`src/rtl/duty_ramp_pkg.sv`:
```
// Shared types and default widths for the duty ramp controller.
package duty_ramp_pkg;

  localparam int DEF_DUTY_WIDTH = 8;
  localparam int DEF_STEP_WIDTH = 4;
  localparam int DEF_DIV_WIDTH  = 8;

  typedef enum logic [1:0] {
    IDLE = 2'd0,
    RAMP = 2'd1,
    HOLD = 2'd2,
    STOP = 2'd3
  } state_e;

endpackage

```
`src/rtl/pwm_period_cnt.sv`:
```
// Free-running PWM period counter; period_tick marks the last cycle of each period.
module pwm_period_cnt
  import duty_ramp_pkg::*;
#(
  parameter int DUTY_WIDTH = DEF_DUTY_WIDTH
) (
  input  logic clk,
  input  logic rst_n,
  output logic period_tick
);

  localparam logic [DUTY_WIDTH-1:0] CNT_PRE = {{(DUTY_WIDTH-1){1'b1}}, 1'b0};

  logic [DUTY_WIDTH-1:0] cnt_q;
  logic                  tick_q;

  // Tick is registered one cycle early so it is high exactly while cnt_q == max.
  always_ff @(posedge clk or negedge rst_n) begin
    if (!rst_n) begin
      cnt_q  <= '0;
      tick_q <= 1'b0;
    end else begin
      cnt_q  <= cnt_q + 1'b1;
      tick_q <= (cnt_q == CNT_PRE);
    end
  end

  assign period_tick = tick_q;

endmodule

```
`src/rtl/duty_ramp_ctrl.sv`:
```
// Ramps a PWM duty value toward a commanded target in period-aligned steps,
// with an emergency stop that forces the duty to zero.
module duty_ramp_ctrl
  import duty_ramp_pkg::*;
#(
  parameter int DUTY_WIDTH = DEF_DUTY_WIDTH,
  parameter int STEP_WIDTH = DEF_STEP_WIDTH,
  parameter int DIV_WIDTH  = DEF_DIV_WIDTH
) (
  input  logic                  clk,
  input  logic                  rst_n,
  input  logic                  cmd_valid,
  output logic                  cmd_ready,
  input  logic [DUTY_WIDTH-1:0] cmd_duty,
  input  logic [STEP_WIDTH-1:0] cmd_step,
  input  logic [DIV_WIDTH-1:0]  cmd_div,
  input  logic                  estop,
  output logic [DUTY_WIDTH-1:0] duty_out,
  output logic                  period_tick,
  output logic                  busy,
  output logic                  done
);

  localparam int EW = DUTY_WIDTH + STEP_WIDTH;

  state_e                state_q, state_d;
  logic [DUTY_WIDTH-1:0] duty_q, duty_d;
  logic [DUTY_WIDTH-1:0] tgt_q, tgt_d;
  logic [STEP_WIDTH-1:0] step_q, step_d;
  logic [DIV_WIDTH-1:0]  div_q, div_d;
  logic [DIV_WIDTH-1:0]  dcnt_q, dcnt_d;
  logic                  done_q, done_d;
  logic                  pend_q, pend_d;

  logic                  tick;
  logic                  accept;
  logic                  up;
  logic [EW-1:0]         duty_x, tgt_x, step_x, diff_x;
  logic [DUTY_WIDTH-1:0] step_duty;

  pwm_period_cnt #(.DUTY_WIDTH(DUTY_WIDTH)) u_period (
    .clk         (clk),
    .rst_n       (rst_n),
    .period_tick (tick)
  );

  assign cmd_ready = (state_q != STOP) && !estop;
  assign accept    = cmd_valid && cmd_ready;

  // Distance is compared at extended width so a wide step never aliases.
  always_comb begin
    duty_x = {{STEP_WIDTH{1'b0}}, duty_q};
    tgt_x  = {{STEP_WIDTH{1'b0}}, tgt_q};
    step_x = {{DUTY_WIDTH{1'b0}}, step_q};
    up     = tgt_x > duty_x;
    diff_x = up ? (tgt_x - duty_x) : (duty_x - tgt_x);
    if (step_q == '0 || diff_x <= step_x) step_duty = tgt_q;
    else if (up)                          step_duty = duty_q + DUTY_WIDTH'(step_q);
    else                                  step_duty = duty_q - DUTY_WIDTH'(step_q);
  end

  always_comb begin
    state_d = state_q;
    duty_d  = duty_q;
    tgt_d   = tgt_q;
    step_d  = step_q;
    div_d   = div_q;
    dcnt_d  = dcnt_q;
    pend_d  = pend_q;
    done_d  = 1'b0;
    if (estop) begin
      state_d = STOP;
      duty_d  = '0;
      tgt_d   = '0;
      dcnt_d  = '0;
      pend_d  = 1'b0;
    end else if (state_q == STOP) begin
      state_d = IDLE;
    end else if (accept) begin
      // A command wins over a same-edge step; the step is simply dropped.
      tgt_d  = cmd_duty;
      step_d = cmd_step;
      div_d  = cmd_div;
      dcnt_d = '0;
      if (cmd_duty == duty_q) begin
        state_d = HOLD;
        pend_d  = 1'b1;
      end else begin
        state_d = RAMP;
        pend_d  = 1'b0;
      end
    end else if (tick && pend_q) begin
      done_d = 1'b1;
      pend_d = 1'b0;
    end else if (tick && state_q == RAMP) begin
      if (dcnt_q == div_q) begin
        dcnt_d = '0;
        duty_d = step_duty;
        if (step_duty == tgt_q) begin
          done_d  = 1'b1;
          state_d = HOLD;
        end
      end else begin
        dcnt_d = dcnt_q + 1'b1;
      end
    end
  end

  always_ff @(posedge clk or negedge rst_n) begin
    if (!rst_n) begin
      state_q <= IDLE;
      duty_q  <= '0;
      tgt_q   <= '0;
      step_q  <= '0;
      div_q   <= '0;
      dcnt_q  <= '0;
      done_q  <= 1'b0;
      pend_q  <= 1'b0;
    end else begin
      state_q <= state_d;
      duty_q  <= duty_d;
      tgt_q   <= tgt_d;
      step_q  <= step_d;
      div_q   <= div_d;
      dcnt_q  <= dcnt_d;
      done_q  <= done_d;
      pend_q  <= pend_d;
    end
  end

  assign duty_out    = duty_q;
  assign period_tick = tick;
  assign busy        = (state_q == RAMP);
  assign done        = done_q;

endmodule

```
`config.mk`:
```
export PLATFORM = sky130hd
export DESIGN_NAME = duty_ramp_ctrl
export DESIGN_NICKNAME = d
export VERILOG_FILES = /design/src/rtl/duty_ramp_pkg.sv /design/src/rtl/pwm_period_cnt.sv /design/src/rtl/duty_ramp_ctrl.sv
export SDC_FILE = /design/constraint.sdc
export NUM_CORES = 1
export LEC_CHECK = 0
export CELL_PAD_IN_SITES_DETAIL_PLACEMENT = 0
export CELL_PAD_IN_SITES_GLOBAL_PLACEMENT = 1
export CORE_MARGIN = 2
export CORE_UTILIZATION = 30
export CTS_CLUSTER_DIAMETER = 30
export DETAILED_ROUTE_END_ITERATION = 16
export PLACE_DENSITY_LB_ADDON = 0.15
export SYNTH_ARGS = -nofsm -noshare
export SYNTH_HDL_FRONTEND = slang
export SYNTH_SLANG_ARGS = --single-unit
```
`constraint.sdc`:
```
create_clock -name clk -period 6.3 [get_ports clk]
set_input_delay 1.26 -clock clk [delete_from_list [all_inputs] [get_ports clk]]
set_output_delay 1.26 -clock clk [all_outputs]
set_load 0.01 [all_outputs]
```
Word level (Yosys, flattened, before mapping):

Cells that the tools add are included.

* bits in registers: 49
* bits in latches: 0
* memory bits (writable): 0
* bits in read-only memories: 0
* input bits: 24
* logic and storage cells: 91
* memories kept: 0

* $add $sub $neg: 6
* multipliers: 0
* div/mod/pow operators: 0
* order comparisons: 2
* equality and inequality tests: 12
* shift-type cells: 0
* mux-type cells: 38
* bitwise logic cells: 2
* reduce and logical (&&, ||, !) cells: 21

Operators by type and width (count)
* $mux 8: 17
* $eq 8x8->1: 3
* $sub 8x8->9: 2
* $add 8x1->8 const B: 2
* $mux 2: 8
* $le 12x4->1: 1
* $mux 1: 12
* $mux 12: 1
* $reduce_bool 4->1: 3
* $add 8x4->8: 1
* $eq 8x8->1 const B: 1
* $gt 8x8->1: 1
* $ne 2x2->1 const B: 4
* $sub 8x4->8: 1
* $reduce_and 3->1: 2
* $reduce_bool 2->1: 3
* $reduce_bool 3->1: 2
* $reduce_and 5->1: 1
* $logic_and 1x1->1: 4
* $logic_not 4->1: 1
* $ne 4x4->1 const B: 1
* $reduce_and 2->1: 2
* $reduce_and 4->1: 1
* $ne 3x3->1 const B: 1
* 5 further kinds: 6

Logic depth before layout (Yosys ltp):

* depth in word-level cells: 13
* mapped depth: 20
* mapped depth without buffers: 17

Modules after synthesis:

Synthesis repeated with hierarchy kept, for this count alone.

* cells, all modules: 401
* area total of the unflattened synthesis: 3681.0 µm²

By module, submodules not included
* duty_ramp_ctrl: times used 1, cells each 374, area each 3310.7 µm²
* pwm_period_cnt: times used 1, cells each 27, area each 370.4 µm²

Worst setup path after synthesis:

No wires, ideal clock.

* kind: register to register
* from: reg duty_q[4] (netlist: duty_out[4])
* to: reg done_q (netlist: done)
* arrival time: 3.978 ns
* data required time: 6.205 ns
* slack: 2.226 ns
* cell stages (with the launch flop): 18
* path buffers: 2
* period minus slack after synthesis: 4.074 ns
* cells stage by stage: dfrtp_1 > inv_1 > ha_1 > buf_6 > and2_4 > a221o_1 > o21ai_1 > a21o_1 > buf_4 > mux2_2 > fa_1 > xor2_1 > xnor2_1 > a2111oi_0 > nand2_1 > nor4_1 > a41oi_2 > o31ai_1

* cells in the longest elaborated chain, start to end: 13
* elaborated cells between the ends (all ways): 18
* those cells by class: add/sub: 4; order compare: 2; eq/ne: 1; mux: 10; reduce/logical: 1

Ends and longest elaborated chain
* start: declaration: RTL line duty_ramp_ctrl.sv:27 `logic [DUTY_WIDTH-1:0] duty_q, duty_d;`
* start signal: assignment: RTL line duty_ramp_ctrl.sv:121 `duty_q <= duty_d;`
* $sub 8x8->9 or $gt 8x8->1 (tied branches): RTL line duty_ramp_ctrl.sv:56, duty_ramp_ctrl.sv:55
* $mux 12: RTL line duty_ramp_ctrl.sv:56 `diff_x = up ? (tgt_x - duty_x) : (duty_x - tgt_x);`
* $le 12x4->1: RTL line duty_ramp_ctrl.sv:57 `if (step_q == '0 || diff_x <= step_x) step_duty = tgt_q;`
* $logic_or 1x1->1: RTL line duty_ramp_ctrl.sv:57
* $mux 8 (*): RTL line duty_ramp_ctrl.sv:57
* $eq 8x8->1 (*): RTL line duty_ramp_ctrl.sv:99 `if (step_duty == tgt_q) begin`
* $mux 1 (*): RTL line duty_ramp_ctrl.sv:99
* $mux 1 (*): RTL line duty_ramp_ctrl.sv:96 `if (dcnt_q == div_q) begin`
* $mux 1 (*): RTL line duty_ramp_ctrl.sv:95 `end else if (tick && state_q == RAMP) begin`
* $mux 1 (*): RTL line duty_ramp_ctrl.sv:92 `end else if (tick && pend_q) begin`
* $mux 1 (*): RTL line duty_ramp_ctrl.sv:79 `end else if (accept) begin`
* $mux 1 (*): RTL line duty_ramp_ctrl.sv:77 `end else if (state_q == STOP) begin`
* $mux 1 (*): RTL line duty_ramp_ctrl.sv:71 `if (estop) begin`
* net done_d: RTL line duty_ramp_ctrl.sv:32 `logic done_q, done_d;`
* end signal: assignment: RTL line duty_ramp_ctrl.sv:126 `done_q <= done_d;`
* end: declaration: RTL line duty_ramp_ctrl.sv:32

Mark *: on every way through the listed nets, which the timed path passes. The rest lies on a longest branch.
A chain may end at the register's enable or synchronous reset.

Worst setup path in the final report:

* from: reg duty_q[4] (netlist: duty_out[4])
* to: reg duty_q[0] (netlist: duty_out[0])

* cells in the longest elaborated chain, start to end: 11
* elaborated cells between the ends (all ways): 14
* those cells by class: add/sub: 2; order compare: 2; mux: 9; reduce/logical: 1

Ends and longest elaborated chain (RTL line)
* $sub 8x8->9 or $gt 8x8->1 (tied branches): duty_ramp_ctrl.sv:56, duty_ramp_ctrl.sv:55
* $mux 12: duty_ramp_ctrl.sv:56
* $le 12x4->1: duty_ramp_ctrl.sv:57
* $logic_or 1x1->1: duty_ramp_ctrl.sv:57
* $mux 8 (*): duty_ramp_ctrl.sv:57
* $mux 8 (*): duty_ramp_ctrl.sv:96
* $mux 8 (*): duty_ramp_ctrl.sv:95
* $mux 8 (*): duty_ramp_ctrl.sv:92
* $mux 8 (*): duty_ramp_ctrl.sv:79
* $mux 8 (*): duty_ramp_ctrl.sv:77
* $mux 8 (*): duty_ramp_ctrl.sv:71

Every way passes the cells marked *; elsewhere a longest branch is shown, timed or not. The select of a mux whose other input is x is not followed.

==> impl_metrics.ini <==
[timing]
finalClockSkew_ns = 0.00415
tightest_slew_ns = 0.802
slew_headroom_pct = 46.2
drv_slew = 0
finalHoldViolCount = 0
rsz0062_at_grt = false
fin_tns_setup_ns = 0
setup_ws_ns = 1.54
setup_viol = 0
hold_ws_ns = 0.463
fin_crit_sh_pct = 75.5
fmax_mhz = 210
finalCriticalPeriod_ns = 4.76

[min_path]
hold_start = u_period.cnt_q[5]
hold_end = u_period.cnt_q[5]
min-delay-path-class = register to register
hold_depth = 1

[clocking]
cts_tree = done
path_clk_slew_ns = 0.07
cts_buffer_depth = 2
clock_sinks = 49
cts.hold.buffers_added = 0
ctsResizeCount = 0
ctsHtreeMaxLevel = 2
cts_root_buffer = clkbuf_16
insertion_delay_ns = 0.29
cts_buffers = 5
postCtsSetupBuffers = 0

[critical_path]
cp-end-kind = register
path_max_fanout = 11
reg2regPathDepth = 16
cp.arrival_ns = 4.97
path_class = register to register
timing.rr.start = duty_out[4]
worst_ep_required_time_ns = 6.51
rrSetupSlack_ns = 1.54
critPathLaunchType = register
reg2reg_to = duty_out[0]

[die]
dieHeight_um = 115
dieArea_um2 = 13300
die_w_um = 115
ios = 36
num_rows = 40
design.core.area_um2 = 12100
initial_core_util_pct = 30.9

[layout]
diodes = 0
drive_above_1_share_pct = 4.38
final_util_pct = 36.3
syn2layout_area_growth_pct = 17.3
fin_area_um2 = 4370
finalNonFillerCells = 625
num-nets-final = 516

[synthesis]
synth_top_cell_by_area = dfrtp_1
async_reset_ff_share_pct = 100
netlist_instances = 426
synth.area.top_cells = dfrtp_1, ha_1, nand2_1
ys_ff_latch = 49
syn-cell-area_um2 = 3730
yosysWarningCount = 0
synth_edf_count = 0
synth_area_per_cell_um2 = 8.75
netlist.area_leader.share_pct = 32.9
ys_types = 55
synthFlopType = dfrtp_1
syn-num-nets = 485
seq_area_frac_synth_pct = 32.9

[placement]
port_buffers = 35
hpwl_um = 7550
dp_slack_ns = 1.56
place_area_um2 = 4230
dp.cells = 618
gp_congestion = 0.862

[pwr]
p_int_mw = 0.741
switching_share_pct = 37.0
p_leak_nw = 1.94
seq_power_share_pct = 31.9
p_total_mw = 1.18
ir_worst_vdd_v = 0.000125
p_switching_mw = 0.435
power_frac_comb_pct = 45.1
power-per-cell-area_nw_per_um2 = 269
pwr-share-clk_pct = 23.1

[job]
drv_cap = 0

[detailed_routing]
ant_nets = 0
drt_wl_total_um = 9720
vias = 3031
viasPerCell = 4.85
first_pass_iters = 4
wl_per_cell_um = 15.6
drc = 0
drtIter0Drc = 140

[global_route]
grt_usage_pct = 15.5
grt_pass1_vias = 3130
grtUsageMet2_pct = 24.4
busiest_layer = met2
antenna_found_initial = 0
use_met3_pct = 2.41
grt-ovfl-total = 0
grt_max_degree = 50
groute.layer.met1.usage_pct = 22.1
grt_pass1_wl_um = 16100

[status]
status = complete, no violations
worst max-delay path by stage:
| stage | startpoint | endpoint | slack, ns |
|---|---|---|---|
| after global routing | duty_out[4] | done | 1.10 |
| after CTS | duty_out[4] | done | 1.47 |
| final | duty_out[4] | duty_out[0] | 1.54 |
| after floorplan | duty_out[4] | done | 2.23 |
| after global placement | duty_out[4] | done | 1.50 |
| after detailed placement | duty_out[4] | done | 1.56 |
power groups by stage:
stage               clock [mW]  combinational (mW)  sequential, mW
floorplan                    0               0.418           0.371
global placement             0               0.537           0.381
detailed placement           0               0.533           0.381
CTS                      0.280               0.537           0.375
global route             0.294               0.599           0.380
finish                   0.271               0.530           0.375
per-layer routing:
metal / routed length (um) / up-vias
li1: - / 1539
met1: 4910 / 1435
met2: 4360 / 46
met3: 325 / 11
met4: 126 / 0
met5: 0 / -
area by class of cell:
class                   count  area, um^2
clock buffers               7         143
flip-flops and latches     49        1230
well taps                 168         210
multi-input cells         337        2330
inverters                  27         101
fillers                  1265        7690
repair buffers             37         360
sequential cells by signal (all words and copies together) (netlist names):
signal                flops
duty_out                  8
step_q                    4
done                      1
pend_q                    1
tgt_q                     8
state_q                   2
dcnt_q                    8
u_period.cnt_q            8
div_q                     8
u_period.period_tick      1
cells in the mapped netlist, types with 2 or more instances:
cell      number
nand2_1       71
dfrtp_1       49
ha_1          32
inv_1         27
xor2_1        26
o21ai_0       21
nor2_1        19
xnor2_1       17
a21oi_1       16
o31ai_1       12
nand3_1       10
nor2b_1       10
o21ai_1       10
a21o_1         9
clkbuf_1       9
mux2i_1        8
nor3_1         7
and3_1         6
nand2b_1       6
nor4_1         6
nand4_1        5
a211oi_1       4
and2_1         3
fa_1           3
o21a_1         3
a211o_1        2
buf_6          2
mux2_2         2
nand3b_1       2
nor3b_1        2
o211ai_1       2
o311ai_1       2
critical path, cell delays in order, from the launching register on:
cell      delay [ns]
dfrtp_1         0.45
inv_1           0.07
ha_1            0.42
and2_4          0.19
a221o_1         0.34
o21ai_1         0.19
a21o_1          0.39
mux2_2          0.39
ha_1            0.28
nor2b_1         0.13
o211ai_1        0.15
a21oi_1         0.13
a221oi_1        0.26
nand4_1         0.15
o211ai_2        0.64
mux2_1          0.38
o21ai_1         0.12
cell usage in the layout (no fill, tap or decap), types with 2 or more instances in the layout:
| master | synthesis | layout |
|---|---|---|
| a211o_1 | 2 | 2 |
| nor4_1 | 6 | 6 |
| nand4_1 | 5 | 5 |
| nor3b_1 | 2 | 2 |
| a21o_1 | 9 | 9 |
| nor2b_1 | 10 | 10 |
| inv_1 | 27 | 27 |
| xnor2_1 | 17 | 17 |
| o21ai_0 | 21 | 21 |
| clkdlybuf4s50_1 | 0 | 34 |
| and2_1 | 3 | 3 |
| and3_1 | 6 | 6 |
| nor2_1 | 19 | 19 |
| fa_1 | 3 | 3 |
| nor3_1 | 7 | 7 |
| nand3b_1 | 2 | 2 |
| xor2_1 | 26 | 26 |
| dfrtp_1 | 49 | 49 |
| clkbuf_16 | 0 | 5 |
| o311ai_1 | 2 | 2 |
| buf_4 | 1 | 2 |
| o21a_1 | 3 | 3 |
| o211ai_1 | 2 | 2 |
| ha_1 | 32 | 32 |
| nand2_1 | 71 | 71 |
| nand2b_1 | 6 | 6 |
| a211oi_1 | 4 | 4 |
| nand3_1 | 10 | 10 |
| a21oi_1 | 16 | 16 |
| o31ai_1 | 12 | 12 |
| mux2i_1 | 8 | 8 |
| o21ai_1 | 10 | 10 |
| mux2_2 | 2 | 2 |
logic make-up (layout without fill, tap and decap cells):
logic type | after synthesis | count (layout) | share of synthesized area, %
AOI/OAI and AO/OA | 94 | 94 | 16.7
xor gates and xnor gates | 44 | 44 | 10.7
buffers and inverters | 40 | 71 | 4.56
adders and majority gates | 35 | 35 | 12.3
muxes | 12 | 12 | 3.46
and+or+nand+nor | 152 | 152 | 19.3
DFF | 49 | 49 | 32.9
Power figures use the tool's default switching activity.
